[src/rtl/mem_pkg.sv]
// Shared state encodings and constants for the single-port memory arbiter.
package mem_pkg;

  typedef enum logic [1:0] {
    IDLE    = 2'd0,
    WAIT    = 2'd1,
    RECOVER = 2'd2
  } state_e;

  localparam logic [1:0] ST_TIMEOUT = 2'b11;
  localparam logic       OP_READ    = 1'b0;
  localparam logic       OP_WRITE   = 1'b1;

endpackage

[src/rtl/mem_rr_pick.sv]
// Combinational round-robin picker: first asserted request at or above ptr, wrapping.
module mem_rr_pick #(
  parameter int NUM_REQ = 4,
  parameter int IDW     = $clog2(NUM_REQ)
) (
  input  logic [NUM_REQ-1:0] req,
  input  logic [IDW-1:0]     ptr,
  output logic [IDW-1:0]     winner,
  output logic               valid
);

  logic [IDW:0]   sum_s;
  logic [IDW-1:0] cand_s;

  // Scan from the farthest candidate down so the one nearest ptr is written last and wins.
  always_comb begin
    winner = '0;
    valid  = 1'b0;
    sum_s  = '0;
    cand_s = '0;
    for (int k = NUM_REQ - 1; k >= 0; k--) begin
      sum_s  = {1'b0, ptr} + (IDW+1)'(k);
      cand_s = (sum_s >= (IDW+1)'(NUM_REQ)) ? IDW'(sum_s - (IDW+1)'(NUM_REQ))
                                            : sum_s[IDW-1:0];
      winner = req[cand_s] ? cand_s : winner;
      valid  = valid | req[cand_s];
    end
  end

endmodule

[src/rtl/mem_arbiter.sv]
// Round-robin arbiter sharing one en/ready memory between NUM_REQ requesters,
// with a watchdog bounding both the ready wait and the reset-recovery wait.
module mem_arbiter
  import mem_pkg::*;
#(
  parameter int NUM_REQ        = 4,
  parameter int ADDR_WIDTH     = 8,
  parameter int DATA_WIDTH     = 8,
  parameter int TIMEOUT_CYCLES = 64
) (
  input  logic                           clk,
  input  logic                           reset,
  input  logic [NUM_REQ-1:0]             req,
  input  logic [NUM_REQ-1:0]             req_op,
  input  logic [NUM_REQ*ADDR_WIDTH-1:0]  req_addr,
  input  logic [NUM_REQ*DATA_WIDTH-1:0]  req_wdata,
  output logic [NUM_REQ-1:0]             done,
  output logic [DATA_WIDTH-1:0]          rdata,
  output logic [1:0]                     rstatus,
  output logic [$clog2(NUM_REQ)-1:0]     grant_id,
  output logic                           busy,
  output logic                           err,
  output logic                           mem_en,
  output logic                           mem_op,
  output logic [ADDR_WIDTH-1:0]          mem_addr,
  output logic [DATA_WIDTH-1:0]          mem_datain,
  output logic                           mem_reset,
  input  logic [DATA_WIDTH-1:0]          mem_dataout,
  input  logic [1:0]                     mem_status,
  input  logic                           mem_ready
);

  localparam int               IDW     = $clog2(NUM_REQ);
  localparam int               WDW     = $clog2(TIMEOUT_CYCLES) + 1;
  localparam logic [WDW-1:0]   WD_LAST = WDW'(TIMEOUT_CYCLES - 1);
  localparam logic [IDW-1:0]   ID_LAST = IDW'(NUM_REQ - 1);

  state_e                  state_q, state_d;
  logic [IDW-1:0]          ptr_q, ptr_d;
  logic [WDW-1:0]          wd_q, wd_d;
  logic [IDW-1:0]          grant_id_q, grant_id_d;
  logic [NUM_REQ-1:0]      done_q, done_d;
  logic [DATA_WIDTH-1:0]   rdata_q, rdata_d;
  logic [1:0]              rstatus_q, rstatus_d;
  logic                    busy_q, busy_d;
  logic                    err_q, err_d;
  logic                    mem_en_q, mem_en_d;
  logic                    mem_op_q, mem_op_d;
  logic [ADDR_WIDTH-1:0]   mem_addr_q, mem_addr_d;
  logic [DATA_WIDTH-1:0]   mem_datain_q, mem_datain_d;
  logic                    mem_reset_q, mem_reset_d;

  logic [IDW-1:0]          winner_s;
  logic                    valid_s;
  logic [ADDR_WIDTH-1:0]   addr_a  [NUM_REQ];
  logic [DATA_WIDTH-1:0]   wdata_a [NUM_REQ];

  for (genvar i = 0; i < NUM_REQ; i++) begin : g_unpack
    assign addr_a[i]  = req_addr[i*ADDR_WIDTH +: ADDR_WIDTH];
    assign wdata_a[i] = req_wdata[i*DATA_WIDTH +: DATA_WIDTH];
  end

  mem_rr_pick #(
    .NUM_REQ (NUM_REQ),
    .IDW     (IDW)
  ) u_pick (
    .req    (req),
    .ptr    (ptr_q),
    .winner (winner_s),
    .valid  (valid_s)
  );

  // Next-state and registered-output logic for the handshake sequencer.
  always_comb begin
    state_d      = state_q;
    ptr_d        = ptr_q;
    wd_d         = wd_q;
    grant_id_d   = grant_id_q;
    done_d       = '0;
    rdata_d      = rdata_q;
    rstatus_d    = rstatus_q;
    err_d        = err_q;
    mem_en_d     = mem_en_q;
    mem_op_d     = mem_op_q;
    mem_addr_d   = mem_addr_q;
    mem_datain_d = mem_datain_q;
    mem_reset_d  = mem_reset_q;
    case (state_q)
      IDLE: begin
        if (valid_s) begin
          mem_en_d     = 1'b1;
          mem_op_d     = req_op[winner_s];
          mem_addr_d   = addr_a[winner_s];
          mem_datain_d = wdata_a[winner_s];
          grant_id_d   = winner_s;
          ptr_d        = (winner_s == ID_LAST) ? '0 : winner_s + IDW'(1);
          wd_d         = '0;
          state_d      = WAIT;
        end else begin
          mem_en_d     = 1'b0;
        end
      end
      WAIT: begin
        if (mem_ready) begin
          rdata_d     = mem_dataout;
          rstatus_d   = mem_status;
          done_d      = NUM_REQ'(1) << grant_id_q;
          mem_en_d    = 1'b0;
          mem_reset_d = 1'b1;
          wd_d        = '0;
          state_d     = RECOVER;
        end else if (wd_q == WD_LAST) begin
          // Abort still pulses done so the requester is never left waiting.
          rdata_d     = '0;
          rstatus_d   = ST_TIMEOUT;
          done_d      = NUM_REQ'(1) << grant_id_q;
          err_d       = 1'b1;
          mem_en_d    = 1'b0;
          mem_reset_d = 1'b1;
          wd_d        = '0;
          state_d     = RECOVER;
        end else begin
          wd_d        = wd_q + WDW'(1);
        end
      end
      RECOVER: begin
        if (!mem_ready) begin
          mem_reset_d = 1'b0;
          wd_d        = '0;
          state_d     = IDLE;
        end else if (wd_q == WD_LAST) begin
          err_d       = 1'b1;
          mem_reset_d = 1'b0;
          wd_d        = '0;
          state_d     = IDLE;
        end else begin
          wd_d        = wd_q + WDW'(1);
        end
      end
      default: begin
        mem_en_d    = 1'b0;
        mem_reset_d = 1'b0;
        wd_d        = '0;
        state_d     = IDLE;
      end
    endcase
    busy_d = (state_d != IDLE);
  end

  // State and output registers; reset drops any in-flight transaction silently.
  always_ff @(posedge clk or negedge reset) begin
    if (!reset) begin
      state_q      <= IDLE;
      ptr_q        <= '0;
      wd_q         <= '0;
      grant_id_q   <= '0;
      done_q       <= '0;
      rdata_q      <= '0;
      rstatus_q    <= 2'b00;
      busy_q       <= 1'b0;
      err_q        <= 1'b0;
      mem_en_q     <= 1'b0;
      mem_op_q     <= 1'b0;
      mem_addr_q   <= '0;
      mem_datain_q <= '0;
      mem_reset_q  <= 1'b0;
    end else begin
      state_q      <= state_d;
      ptr_q        <= ptr_d;
      wd_q         <= wd_d;
      grant_id_q   <= grant_id_d;
      done_q       <= done_d;
      rdata_q      <= rdata_d;
      rstatus_q    <= rstatus_d;
      busy_q       <= busy_d;
      err_q        <= err_d;
      mem_en_q     <= mem_en_d;
      mem_op_q     <= mem_op_d;
      mem_addr_q   <= mem_addr_d;
      mem_datain_q <= mem_datain_d;
      mem_reset_q  <= mem_reset_d;
    end
  end

  assign done       = done_q;
  assign rdata      = rdata_q;
  assign rstatus    = rstatus_q;
  assign grant_id   = grant_id_q;
  assign busy       = busy_q;
  assign err        = err_q;
  assign mem_en     = mem_en_q;
  assign mem_op     = mem_op_q;
  assign mem_addr   = mem_addr_q;
  assign mem_datain = mem_datain_q;
  assign mem_reset  = mem_reset_q;

endmodule

[config.mk]
export PLATFORM = sky130hd
export DESIGN_NAME = mem_arbiter
export DESIGN_NICKNAME = d
export VERILOG_FILES = /design/src/rtl/mem_pkg.sv /design/src/rtl/mem_rr_pick.sv /design/src/rtl/mem_arbiter.sv
export SDC_FILE = /design/constraint.sdc
export NUM_CORES = 1
export LEC_CHECK = 0
export BUFFER_PORTS_ARGS = -buffer_cell sky130_fd_sc_hd__buf_4
export CAP_MARGIN = 15
export CORE_AREA = 2 2 69 119
export DETAILED_ROUTE_END_ITERATION = 10
export DIE_AREA = 0 0 71 121
export RECOVER_POWER = 25
export SETUP_SLACK_MARGIN = 0.4
export SLEW_MARGIN = 20
export SYNTH_ARGS = -nofsm -noshare
export SYNTH_HDL_FRONTEND = slang
export SYNTH_SLANG_ARGS = --single-unit
[constraint.sdc]
create_clock -name clk -period 2.38 [get_ports clk]
set_input_delay 0.119 -clock clk [delete_from_list [all_inputs] [get_ports clk]]
set_output_delay 0.119 -clock clk [all_outputs]
set_load 0.01 [all_outputs]
==> Word-level counts from Yosys, hierarchy flattened <==
Cells that the tools add are included.
{ "word_totals": {"regBits": 48} }
{ "op_classes": {"n_eq_ne": 9, "shift": 1, "add_sub_neg": 9, "bitwise": 6, "order_cmp": 10, "n_reduce_logical": 9, "n_mux": 55} }
{ "op_table": {"columns": ["op", "count"], "rows": [
  ["$mux W8", 6],
  ["$bmux W8 S2", 2],
  ["$mux W2", 16],
  ["$mux W7", 4],
  ["$pmux W7 S3", 1],
  ["$lt A2 B3 Y1 const B", 5],
  ["$mux W1", 14],
  ["$ge A3 B3 Y1 const B", 4],
  ["$mux W4", 3],
  ["$bmux W1 S2", 5],
  ["$sub A2 B1 Y2 const B", 4],
  ["$add A7 B1 Y7 const B", 1],
  ["$eq A7 B6 Y1 const B", 1],
  ["$add A2 B2 Y3 const B", 2],
  ["$ne A3 B3 Y1 const B", 2],
  ["$pmux W1 S3", 2],
  ["$pmux W2 S3", 1],
  ["$reduce_and A2 Y1", 3],
  ["$reduce_and A3 Y1", 2],
  ["$reduce_bool A2 Y1", 3],
  ["$eq A2 B2 Y1 const B", 2],
  ["$ne A2 B2 Y1 const B", 2],
  ["$shl A1 B2 Y4 const A", 1],
  ["$add A2 B1 Y3 const B", 1],
  ["9 further kinds", 12]
]} }

==> Depth between registers and ports, before layout <==
Gate-level depths: netlist of the first run.
{ "depth": {"depth_word": 13, "depth_mapped": 8} }

==> Cells and area by module <==
A second synthesis of the first run with hierarchy kept.
{ "hier_totals": {"cells_unflattened": 197, "hier_area_um2": 2591.2} }
{ "modules_own_cells": {"columns": ["module", "instances", "cells_each", "area_per_inst_um2"], "rows": [
  ["mem_arbiter", 1, 184, 2513.7],
  ["mem_rr_pick", 1, 13, 77.6]
]} }

==> Worst setup path after synthesis of the first run <==
Ideal clock, no wire load.
{ "synth_path": {"kind": "register to register", "start": "register wd_q[0]", "end": "register mem_en_q, in the netlist mem_en", "path_stages_with_launch": 8, "n_path_buf": 1, "slack_ps": 676, "t_arrival_ps": 1579, "cell_sequence": "dfrtp_1 ha_1 nand3_1 nor3_1 buf_2 nor2_1 a21oi_1 mux2_2"} }
{ "synth_via": {"elab_chain_cells": 3} }
{ "synth_lines": {"columns": ["item", "line_no", "source"], "rows": [
  ["start, declared", "mem_arbiter.sv:40", "logic [WDW-1:0] wd_q, wd_d;"],
  ["start signal, assigned", "mem_arbiter.sv:170", "wd_q <= wd_d;"],
  ["$eq A7 B6 Y1", "mem_arbiter.sv:112", "end else if (wd_q == WD_LAST) begin"],
  ["$ne A3 B3 Y1 (no line)", null, null],
  ["$reduce_and A2 Y1 (no line)", null, null],
  ["end signal, assigned", "mem_arbiter.sv:177", "mem_en_q <= mem_en_d;"],
  ["end, declared", "mem_arbiter.sv:47", "logic mem_en_q, mem_en_d;"]
]} }
No other way between the ends.
A chain may end at the register's enable or synchronous reset.

==> Final worst setup path of the first run <==
{ "layout_path": {"start": "register wd_q[0]", "end": "register rdata_q[0], in the netlist rdata[0]"} }
{ "layout_via": {"elab_chain_cells": 3} }
{ "layout_lines": {"columns": ["item", "line_no", "source"], "rows": [
  ["$eq A7 B6 Y1", "mem_arbiter.sv:112", null],
  ["$reduce_bool A2 Y1 (no line)", null, null],
  ["$reduce_and A2 Y1 (no line)", null, null],
  ["end signal, assigned", "mem_arbiter.sv:173", "rdata_q <= rdata_d;"],
  ["end, declared", "mem_arbiter.sv:43", "logic [DATA_WIDTH-1:0] rdata_q, rdata_d;"]
]} }
No other way between the ends.

==> results of run 1 <==
## flip-flops by register name (all words and copies together) (netlist names)
register,count
mem_reset,1
done,4
wd_q,7
mem_en,1
mem_addr,8
rdata,8
state_q,2
mem_datain,8
err,1
grant_id,2
rstatus,2
ptr_q,2
mem_op,1
busy,1
## synth_stat cells, types with 2 or more instances
master,instances
dfrtp_1,48
mux2i_1,37
nand2_1,29
nor2_1,11
o21ai_0,11
a22o_1,10
o221ai_2,9
o221ai_1,8
buf_2,5
ha_1,5
a21oi_1,4
buf_6,4
clkbuf_1,4
nand2b_1,4
nor2b_1,4
and2_1,3
and3_1,3
inv_1,3
nand3_1,3
nor3_1,3
a21boi_0,2
a21o_1,2
nand3b_1,2
nor3b_1,2
o22a_1,2
o22ai_2,2
## kinds of logic (layout without fill, tap and decap cells)
kind of cell	count (synthesis)	in the layout	share of synthesized area (%)
AOI/OAI and AO/OA	55	55	18.3
muxes	38	38	14.7
DFF	48	48	46.3
xor gates and xnor gates	1	1	0.338
adders and majority gates	5	5	2.41
and+or+nand+nor	70	70	13.4
buffers and inverters	18	138	4.58
## final cells by class
| cell class | instances | area, um^2 | share of cell area [%] |
|---|---|---|---|
| Clock buffer | 5 | 125 | 3.35 |
| Clock inverter | 3 | 42.5 | 1.14 |
| Inverter | 3 | 11.3 | 0.301 |
| Multi-Input combinational cell | 169 | 1300 | 34.8 |
| Sequential cell | 48 | 1200 | 32.1 |
| Tap cell | 88 | 110 | 2.94 |
| Timing Repair Buffer | 127 | 950 | 25.4 |
## cells in the final DEF, fill, tap and decap left out, types with 2 or more instances in the layout
cell type,Yosys,final
a21boi_0,2,2
clkbuf_1,4,2
nand3_1,3,3
a21oi_1,4,4
buf_4,1,122
nand3b_1,2,2
and3_1,3,3
nand2_1,29,29
o22ai_2,2,2
nor2b_1,4,3
nor3_1,3,2
a21o_1,2,2
inv_1,3,3
clkbuf_16,0,5
a22o_1,10,10
mux2i_1,37,37
nor3b_1,2,2
nand2b_1,4,4
o21ai_0,11,10
o22a_1,2,2
o221ai_1,8,8
o221ai_2,9,9
dfrtp_1,48,48
nor2_1,11,11
ha_1,5,4
and2_1,3,3
## metrics by stage
stage,total power [mW],cells,util [%],setup slack (ps)
floorplan,2.66,235,-,676
global placement,3.39,432,46.4,290
detailed placement,3.44,432,46.4,322
CTS,4.25,441,48.8,438
global route,4.51,443,49.1,382
finish,4.20,443,49.1,572
## critical path, cell delays in order (launching register included)
cell and delay [ps]:
dfrtp_1 410, ha_1 230, nand3_1 160, nor3_2 60, o21ai_1 620, a22o_1 260
## per-layer routing
layer / vias up / wire [um] / track usage, %
li1: 1095 / - / -
met1: 1106 / 2450 / 16.6
met2: 70 / 3890 / 31.2
met3: 8 / 352 / 3.24
met4: 0 / 97 / 4.48
met5: - / 0 / 0
## repair_timing
item / in CTS / in global routing
gates resized for setup: 2 / 4
hold endpoints to repair: 48 / 0
setup endpoints to repair: 17 / 22
hold buffers: 1 / 0
setup buffers: 0 / 2
pin swaps: 0 / 1
## power breakdown
part / leakage (nW) / switching (mW) / total, mW / internal [mW]
clock network: 0.0798 / 0.301 / 0.795 / 0.494
logic: 1.18 / 1.03 / 2.06 / 1.03
registers: 0.608 / 0.199 / 1.34 / 1.14
## path summary, 6_finish.rpt
kind / cells past startpoint / from / endpoint
max in group asynchronous: 2 / reset / mem_datain[5]$_DFFE_PN0P_
hold reg to reg: 1 / err$_DFFE_PN0P_ / err$_DFFE_PN0P_
setup reg to reg: 5 / wd_q[0]$_DFFE_PN0P_ / rdata[0]$_DFFE_PN0P_
min in group asynchronous: 2 / reset / rdata[3]$_DFFE_PN0P_
hold / removal: 2 / mem_status[1] / rstatus[1]$_DFFE_PN0P_
setup / recovery: 5 / wd_q[0]$_DFFE_PN0P_ / rdata[0]$_DFFE_PN0P_
==> run metrics, run 1 <==
Area after DPL 3540 um^2; Placer Congestion 0.841; Initial DRC Count 116; total of warnings raised by yosys 0; DRC viols 0; Initial Utilization 34.0%; Post-Route Skew 7.49 ps; post-route ant nets 0; Worst Path Max Fanout 11; HP Class in2reg; synth top area cells dfrtp_1 (46%), mux2i_1 (14%), o221ai_2 (5.2%); Final Hold Slack 42.3 ps; maximum clock path buffer count 2; Avg WL per Cell 15.3 um; Setup crit end kind flip-flop; r2r setup slk 570 ps; register area share after synthesis 46.3%; CTS Buf Count 5; VDD IR-drop max 0.000635 V; # Max-Cap Violations 0; post-route cell area 3740 um^2; CTS tree built; Slew Limit Fails 0; Setup crit start kind flip-flop; DR vias/cell 5.14; drt pass-1 iters 4; Leak 1.87 nW; Area growth, synth to finish 44.2%; min Tclk post-route 1810 ps; Vias 2279; final worst-path cycle share 76.0%; aggregate routed wire length 6.79 mm; RSZ-0062 raised after global routing true; Cell Pwr Density 1120 nW/um^2; htree depth 2; GRT overflow 0; clock sink total 48; Fin. Hold Viols 0; final setup violation count 0; Syn Nets 325; status finished, final reports clean; first-pass GRT wire length 11.0 mm; pin count of the biggest net entering global routing 49; required time worst endpoint 2610 ps; share of cells above drive strength 1 42.5%; die height 121 um; vias in the first global route 2385; Main synth FF type dfrtp_1; dpl hpwl 5.05 mm; flops & latches, synth 48; Cell Area, Synth 2590 um^2; area share of the largest cell type after synthesis 46.3%; number of synthesized flops with an enable pin 0; Die W 71 um; maximum clock rate 553 MHz; post-synth cell types 41; worst-skew pair later-pin latency 290 ps; full die area 8590 um^2; total track usage 15.9%; Setup TNS 0 ps; Syn Inst Count 235; NumNets Final 444; IO Pins 122; Filler cells 745; clock transition at the registers of the reported paths 70 ps; Inserted Diodes 0; port buffer count 121; Core Box Area 7620 um^2; initial antenna violation count 0; slew margin rel. 20.6%; Mapped Avg Cell Area 11.0 um^2; cell row count 42; ys async rst share 100%; Worst-Margin Slew 1190 ps; Clk Tree Root Cell clkbuf_16; critical path type reg2reg; critical path arrival 2030 ps; post-synth top area cell dfrtp_1
Note: power is estimated with default switching activity, not from simulation.
==> run 2: changes to the inputs <==
--- a/config.mk
+++ b/config.mk
@@ -5,11 +5,12 @@
 export SDC_FILE = /design/constraint.sdc
 export NUM_CORES = 1
 export LEC_CHECK = 0
+export ABC_AREA = 1
 export BUFFER_PORTS_ARGS = -buffer_cell sky130_fd_sc_hd__buf_4
 export CAP_MARGIN = 15
-export CORE_AREA = 2 2 69 119
+export CORE_AREA = 2 2 71 123
 export DETAILED_ROUTE_END_ITERATION = 10
-export DIE_AREA = 0 0 71 121
+export DIE_AREA = 0 0 73 125
 export RECOVER_POWER = 25
 export SETUP_SLACK_MARGIN = 0.4
 export SLEW_MARGIN = 20
==> constraint.sdc (replaced) <==
create_clock -name clk -period 1.6 [get_ports clk]
set_input_delay 0.08 -clock clk [delete_from_list [all_inputs] [get_ports clk]]
set_output_delay 0.08 -clock clk [all_outputs]
set_load 0.01 [all_outputs]
==> run metrics, run 2 <==
most frequent cell after synthesis nand2_1; VDD IR-drop max 0.00179 V (+180%); total track usage 22.0% (+6.1 points); Cell Chain, Critical Path buf_6, o21ai_4, nand2_1, nand3_2, nand2_2, a21oi_4, buf_12, clkbuf_16, nand3_4, nand3_2, nand2_2; DP Worst Slack -318 ps (-640 ps); Area growth, synth to finish 81.1%; post-route ant nets 0 (unchanged); status complete, but fails checks; Leak 2.55 nW (+37%); dpl hpwl 6.81 mm (+35%); Slew Limit Fails 0 (unchanged); first-pass GRT wire length 15.5 mm (+41%); Worst-Margin Slew 1210 ps (+20.4 ps); vias in the first global route 3324 (+39%); clock sink total 48 (unchanged); maximum clock rate 530 MHz (-4.2%); crit path buf inv count 3 (+3); post-route cell area 5020 um^2 (+34%); area share of the largest cell type after synthesis 43.3% (-3.0 points); Filler cells 731 (-1.9%); DP Cell Count 590 (+37%); Storage cell area 1200 um^2 (+0.21%); commonest non-fill, non-tap cell in the layout buf_4; Setup crit end kind flip-flop; most frequent cells in the layout buf_4 (141), nand2_1 (82), nand3_1 (69); Post-Route Skew 4.75 ps (-2.73 ps); HP Class in2reg; Setup TNS -6570 ps (-6570 ps); total of warnings raised by yosys 0 (unchanged); cell row count 44 (+4.8%); port buffer count 121 (unchanged); top cells by count, synth nand2_1 (112), nand3_1 (97), dfrtp_1 (48), inv_1 (29), buf_2 (9); NumNets Final 622 (+40%); number of synthesized flops with an enable pin 0 (unchanged); register area share after synthesis 43.3% (-3.0 points); Inserted Diodes 0 (unchanged); Cell Pwr Density 2450 nW/um^2 (+120%); # Max-Cap Violations 0 (unchanged); Setup crit start kind flip-flop; post-synth top area cell dfrtp_1; Worst Path Max Fanout 6 (-5); slew margin rel. 19.2% (-1.4 points); Initial DRC Count 113 (-2.6%); Main synth FF type dfrtp_1; initial antenna violation count 0 (unchanged); slowest stage delay, CP 470 ps (-150 ps); Syn Nets 458 (+41%); Fin. Hold Viols 0 (unchanged); Cell Area, Synth 2770 um^2 (+6.9%); worst setup margin -288 ps (-859 ps); critical path type reg2reg; Top Family by Delay on Critical Path simple AND/OR/NAND/NOR gates; aggregate routed wire length 10.5 mm (+55%); final setup violation count 39 (+39); critical path arrival 2080 ps (+50 ps); share of cells above drive strength 1 53.1% (+11 points); Area after DPL 4070 um^2 (+15%); pin count of the biggest net entering global routing 49 (unchanged); critical path's slowest cell dfrtp_2; worst-skew pair later-pin latency 290 ps (about the same); full die area 9130 um^2 (+6.2%); CTS Buf Count 5 (unchanged); clock transition at the registers of the reported paths 70 ps (about the same); Vias 3317 (+46%); Multi-input gate area 1910 um^2 (+47%); post-synth cell types 30 (-27%); Power Total 12.3 mW (+190%); IO Pins 122 (unchanged); required time worst endpoint 1790 ps (-820 ps); ys async rst share 100% (unchanged); final worst-path cycle share 118% (+42 points); Initial Utilization 33.8% (-0.24 points); Placer Congestion 0.870 (+3.4%); synth top area cells dfrtp_1 (43%), nand3_1 (18%), nand2_1 (15%); drt pass-1 iters 4 (unchanged); min Tclk post-route 1890 ps (+79.2 ps); maximum clock path buffer count 2 (unchanged); DRC viols 0 (unchanged); Mapped Avg Cell Area 7.53 um^2 (-32%); htree depth 2 (unchanged); Core Box Area 8200 um^2 (+7.7%); CTS tree built; DR vias/cell 5.31 (+3.2%); Die W 73 um (+2.8%); GRT overflow 0 (unchanged); final cell count without fillers 625 (+41%); failing checks negative setup slack; RSZ-0062 raised after global routing true; Clk Tree Root Cell clkbuf_16; flops & latches, synth 48 (unchanged); die height 125 um (+3.3%); Avg WL per Cell 16.9 um (+10%); Syn Inst Count 368 (+57%)
run 2: cell types whose count changed after synthesis, sizes merged, moves of 4 or more:
cell    change
nand3      +96
nand2      +84
mux2i      -37
inv        +29
o221ai     -17
buf         +4
nand2b      -4
nor2b       -4
o21bai      +4
run 2: stage by stage:
step,utilization (%),hold WS [ps]
final,61.2,9.83
after global routing,61.2,6.04
after CTS,57.5,1.96
after detailed placement,49.6,141
after global placement,49.6,141
after floorplan,-,-216
run 2: final timing paths:
| check | start | end | slack (ps) | depth (start not counted) |
|---|---|---|---|---|
| max | ptr_q[0]$_DFFE_PN0P_ | mem_datain[3]$_DFFE_PN0P_ | -290 | 11 |
| min | mem_dataout[4] | rdata[4]$_DFFE_PN0P_ | 10 | 2 |
| max reg2reg | ptr_q[0]$_DFFE_PN0P_ | mem_datain[3]$_DFFE_PN0P_ | -290 | 11 |
| min reg2reg | err$_DFFE_PN0P_ | err$_DFFE_PN0P_ | 490 | 1 |
| max in group asynchronous | reset | ptr_q[1]$_DFFE_PN0P_ | 220 | 2 |
| min in group asynchronous | reset | mem_en$_DFFE_PN0P_ | 570 | 2 |
run 2: cell type report:
cell class              instances  share of cell area (%)
clock inverters                 3                   0.947
multi-input cells             278                    38.0
clock buffers                   5                    2.49
inverters                      32                    2.74
well taps                      92                    2.29
repair buffers                167                    29.5
flip-flops and latches         48                    24.0
run 2: cell families (layout without fill, tap and decap cells):
kind of cell               count (synthesis)  count (layout)  synth area share, %
buffers and inverters                     48             207                 7.94
AOI/OAI and AO/OA                         34              34                 8.66
adders and majority gates                  5               5                 2.26
and+or+nand+nor                          231             237                 37.2
DFF                                       48              48                 43.3
xor gates and xnor gates                   2               2                0.632
run 2: repair_timing:
action | in CTS | in global routing
buffers inserted | 11 | 4
gates cloned | 8 | 3
hold endpoints to repair | 48 | 0
gates resized for setup | 56 | 54
setup endpoints to repair | 48 | 48
hold buffers | 1 | 0
pin swaps | 30 | 22
run 2: report_power, final:
part | internal (mW) | switching, mW | total, mW
clock | 0.743 | 0.470 | 1.21
sequential | 1.74 | 0.375 | 2.12
combinational | 4.05 | 4.91 | 8.96
total | 6.54 | 5.76 | 12.3
run 2: per-layer routing:
layer | track usage (%) | part of all wire, % | vias up
li1 | - | - | 1566
met1 | 20.5 | 32 | 1579
met2 | 43.3 | 59 | 131
met3 | 3.30 | 3.9 | 41
met4 | 10.8 | 5.3 | 0
met5 | 0 | 0 | -
==> run 3: changes to the inputs <==
--- a/config.mk
+++ b/config.mk
@@ -6,14 +6,16 @@
 export NUM_CORES = 1
 export LEC_CHECK = 0
 export ABC_AREA = 1
+export ABC_CLOCK_PERIOD_IN_PS = 1600
 export BUFFER_PORTS_ARGS = -buffer_cell sky130_fd_sc_hd__buf_4
 export CAP_MARGIN = 15
-export CORE_AREA = 2 2 71 123
+export CORE_AREA = 2 2 70 122
 export DETAILED_ROUTE_END_ITERATION = 10
-export DIE_AREA = 0 0 73 125
+export DIE_AREA = 0 0 72 124
 export RECOVER_POWER = 25
 export SETUP_SLACK_MARGIN = 0.4
 export SLEW_MARGIN = 20
 export SYNTH_ARGS = -nofsm -noshare
 export SYNTH_HDL_FRONTEND = slang
+export SYNTH_HIERARCHICAL = 1
 export SYNTH_SLANG_ARGS = --single-unit
==> run metrics, run 3 <==
Core Util, Final 62.4% (+1.2 points); register area share after synthesis 44.3% (+0.96 points); maximum clock rate 510 MHz (-3.7%); Initial DRC Count 102 (-9.7%); min Tclk post-route 1960 ps (+73.4 ps); Internal Power 6.50 mW (-0.61%); Core Box Area 7910 um^2 (-3.6%); Mapped Avg Cell Area 7.75 um^2 (+2.9%); RSZ-0062 raised after global routing true; worst setup margin -361 ps (-73.4 ps); pin count of the biggest net entering global routing 49 (unchanged); Leak 2.40 nW (-5.9%); Post-Route Skew 8.19 ps (+3.44 ps); Syn Inst Count 350 (-4.9%); cell row count 43 (-2.3%); Syn Nets 441 (-3.7%); Cell Area, Synth 2710 um^2 (-2.2%); aggregate routed wire length 9.34 mm (-11%); post-synth cell types 32 (+6.7%); final setup violation count 32 (-18%); final worst-path cycle share 123% (+4.6 points); first-pass GRT wire length 14.0 mm (-9.9%); share of cells above drive strength 1 59.6% (+6.5 points); Worst-Margin Slew 1130 ps (-84.0 ps); Cell Pwr Density 2330 nW/um^2 (-4.9%); Slew Limit Fails 0 (unchanged); status complete, but fails checks; critical path type reg2reg; Power Total 11.5 mW (-6.5%); Final Hold Slack 15.7 ps (+5.87 ps); DRC viols 0 (unchanged); Setup crit start kind flip-flop; htree depth 2 (unchanged); slew margin rel. 24.8% (+5.6 points); Worst Path Max Fanout 8 (+2); number of synthesized flops with an enable pin 0 (unchanged); Setup crit end kind flip-flop; # Max-Cap Violations 0 (unchanged); most frequent cell after synthesis nand2_1; Clk Tree Root Cell clkbuf_16; Area after DPL 3960 um^2 (-2.7%); NumNets Final 607 (-2.4%); critical path arrival 2120 ps (+40 ps); most frequent cells in the layout buf_4 (146), nand2_1 (56), dfrtp_1 (45); commonest non-fill, non-tap cell in the layout buf_4; initial antenna violation count 0 (unchanged); worst-skew pair later-pin latency 300 ps (about the same); maximum clock path buffer count 2 (unchanged); drt pass-1 iters 6 (+2); post-synth top area cell dfrtp_1; final cell count without fillers 607 (-2.9%); Vias 3033 (-8.6%); GRT overflow 0 (unchanged); Setup TNS -8270 ps (-1690 ps); Flop pwr share 18.6% (+1.4 points); required time worst endpoint 1760 ps (-30 ps); Initial Utilization 34.3% (+0.50 points); P_sw 5.00 mW (-13%); VDD IR-drop max 0.00161 V (-10%); Main synth FF type dfrtp_1; total of warnings raised by yosys 6 (+6); post-route cell area 4930 um^2 (-1.7%); DP Cell Count 569 (-3.6%); Area growth, synth to finish 81.9%; die height 124 um (-0.80%); post-route ant nets 0 (unchanged); clock transition at the registers of the reported paths 70 ps (about the same); synth top area cells dfrtp_1 (44%), nand2_1 (11%), o21ai_0 (7.2%); vias in the first global route 3013 (-9.4%); CTS Buf Count 5 (unchanged); Net Sw Frac 43.5% (-3.4 points); total track usage 20.2% (-1.8 points); ys async rst share 100% (unchanged); top cells by count, synth nand2_1 (83), dfrtp_1 (48), nor2_1 (48), o21ai_0 (39), inv_1 (25); full die area 8930 um^2 (-2.2%); dpl hpwl 6.20 mm (-8.9%); DP Worst Slack -431 ps (-113 ps); Avg WL per Cell 15.4 um (-8.7%); combinational share of power 70.3% (-2.6 points); Placer Congestion 0.785 (-9.7%); HP Class in2reg; Inserted Diodes 0 (unchanged); Die W 72 um (-1.4%); clock sink total 48 (unchanged); clock power share 11.1% (+1.2 points); port buffer count 121 (unchanged); CTS tree built; area share of the largest cell type after synthesis 44.3% (+0.96 points); DR vias/cell 5.00 (-5.9%); failing checks negative setup slack; Fin. Hold Viols 0 (unchanged); IO Pins 122 (unchanged); flops & latches, synth 48 (unchanged)
==> run 3: cell types whose count changed after synthesis, moves of 4 or more <==
cell      delta
a22o_1       -8
nand2_1     -29
buf_4        -5
o21ai_0     +31
o221ai_1    +11
or2_2       +19
nand2_2      +4
nor2_1      +41
nand3_1     -86
a31oi_1      +6
inv_1        -4
==> run 3: critical path, cell delays in order (launching register included) <==
cell and delay [ps]:
dfrtp_2 460, buf_6 140, nand2_4 50, and2_4 170, nand2_4 70, nand2_4 50
inv_4 70, nand2_4 60, nand2_4 90, nand2_8 100, buf_6 150, or2_4 240
o21ai_2 50, o221ai_1 130
==> run 3: power groups by stage <==
stage          Combinational (mW)  Clock (mW)  Sequential [mW]
2_1_floorplan                3.48           0             2.22
3_3_place_gp                 5.40           0             2.09
3_5_place_dp                 5.50           0             2.09
4_1_cts                      6.77        1.29             2.10
5_1_grt                      8.70        1.34             2.20
6_report                     8.08        1.27             2.13
==> run 3: cell families after synthesis <==
| logic type | after synthesis | share of synthesized area (%) |
|---|---|---|
| AND/OR/NAND/NOR | 182 | 30.0 |
| AO/OA/AOI/OAI | 67 | 14.8 |
| flip-flops | 48 | 44.3 |
| buffers and inverters | 44 | 7.19 |
| adder cells (fa/ha/maj) | 6 | 2.77 |
| XOR/XNOR | 3 | 0.969 |
==> run 3: area by class of cell <==
cell class | count | area (um^2)
multi-input cells | 260 | 1900
flip-flops and latches | 48 | 1200
fillers | 715 | 2980
clock inverters | 2 | 38.8
repair buffers | 171 | 1410
inverters | 30 | 135
clock buffers | 6 | 139
well taps | 90 | 113
==> run 3: path summary, 6_finish.rpt <==
check                                          end                  from  slack (ps)  cells past startpoint
max                        mem_addr[4]$_DFFE_PN0P_  ptr_q[0]$_DFFE_PN0P_        -360                     13
min                           rdata[6]$_DFFE_PN0P_        mem_dataout[6]          20                      3
max reg2reg                mem_addr[4]$_DFFE_PN0P_  ptr_q[0]$_DFFE_PN0P_        -360                     13
min reg2reg                   rdata[5]$_DFFE_PN0P_  rdata[5]$_DFFE_PN0P_         490                      2
max in group asynchronous     state_q[0]$_DFF_PN0_                 reset         280                      2
min in group asynchronous      wd_q[4]$_DFFE_PN0P_                 reset         560                      2
==> run 3: what timing repair did <==
item / CTS / global route
endpoints found under the hold margin: 55 / 0
gates cloned: 3 / 3
hold buffers: 8 / 0
endpoints found under the setup margin: 48 / 48
resized for setup: 74 / 81
buffers inserted: 12 / 4
pin swaps: 17 / 36
==> run 3: metal layers <==
layer	vias up	global-route usage, %	wire length (um)
met5	-	0	0
met3	11	4.45	473
met1	1441	21.2	3310
met4	0	6.96	163
li1	1476	-	-
met2	105	38.6	5390
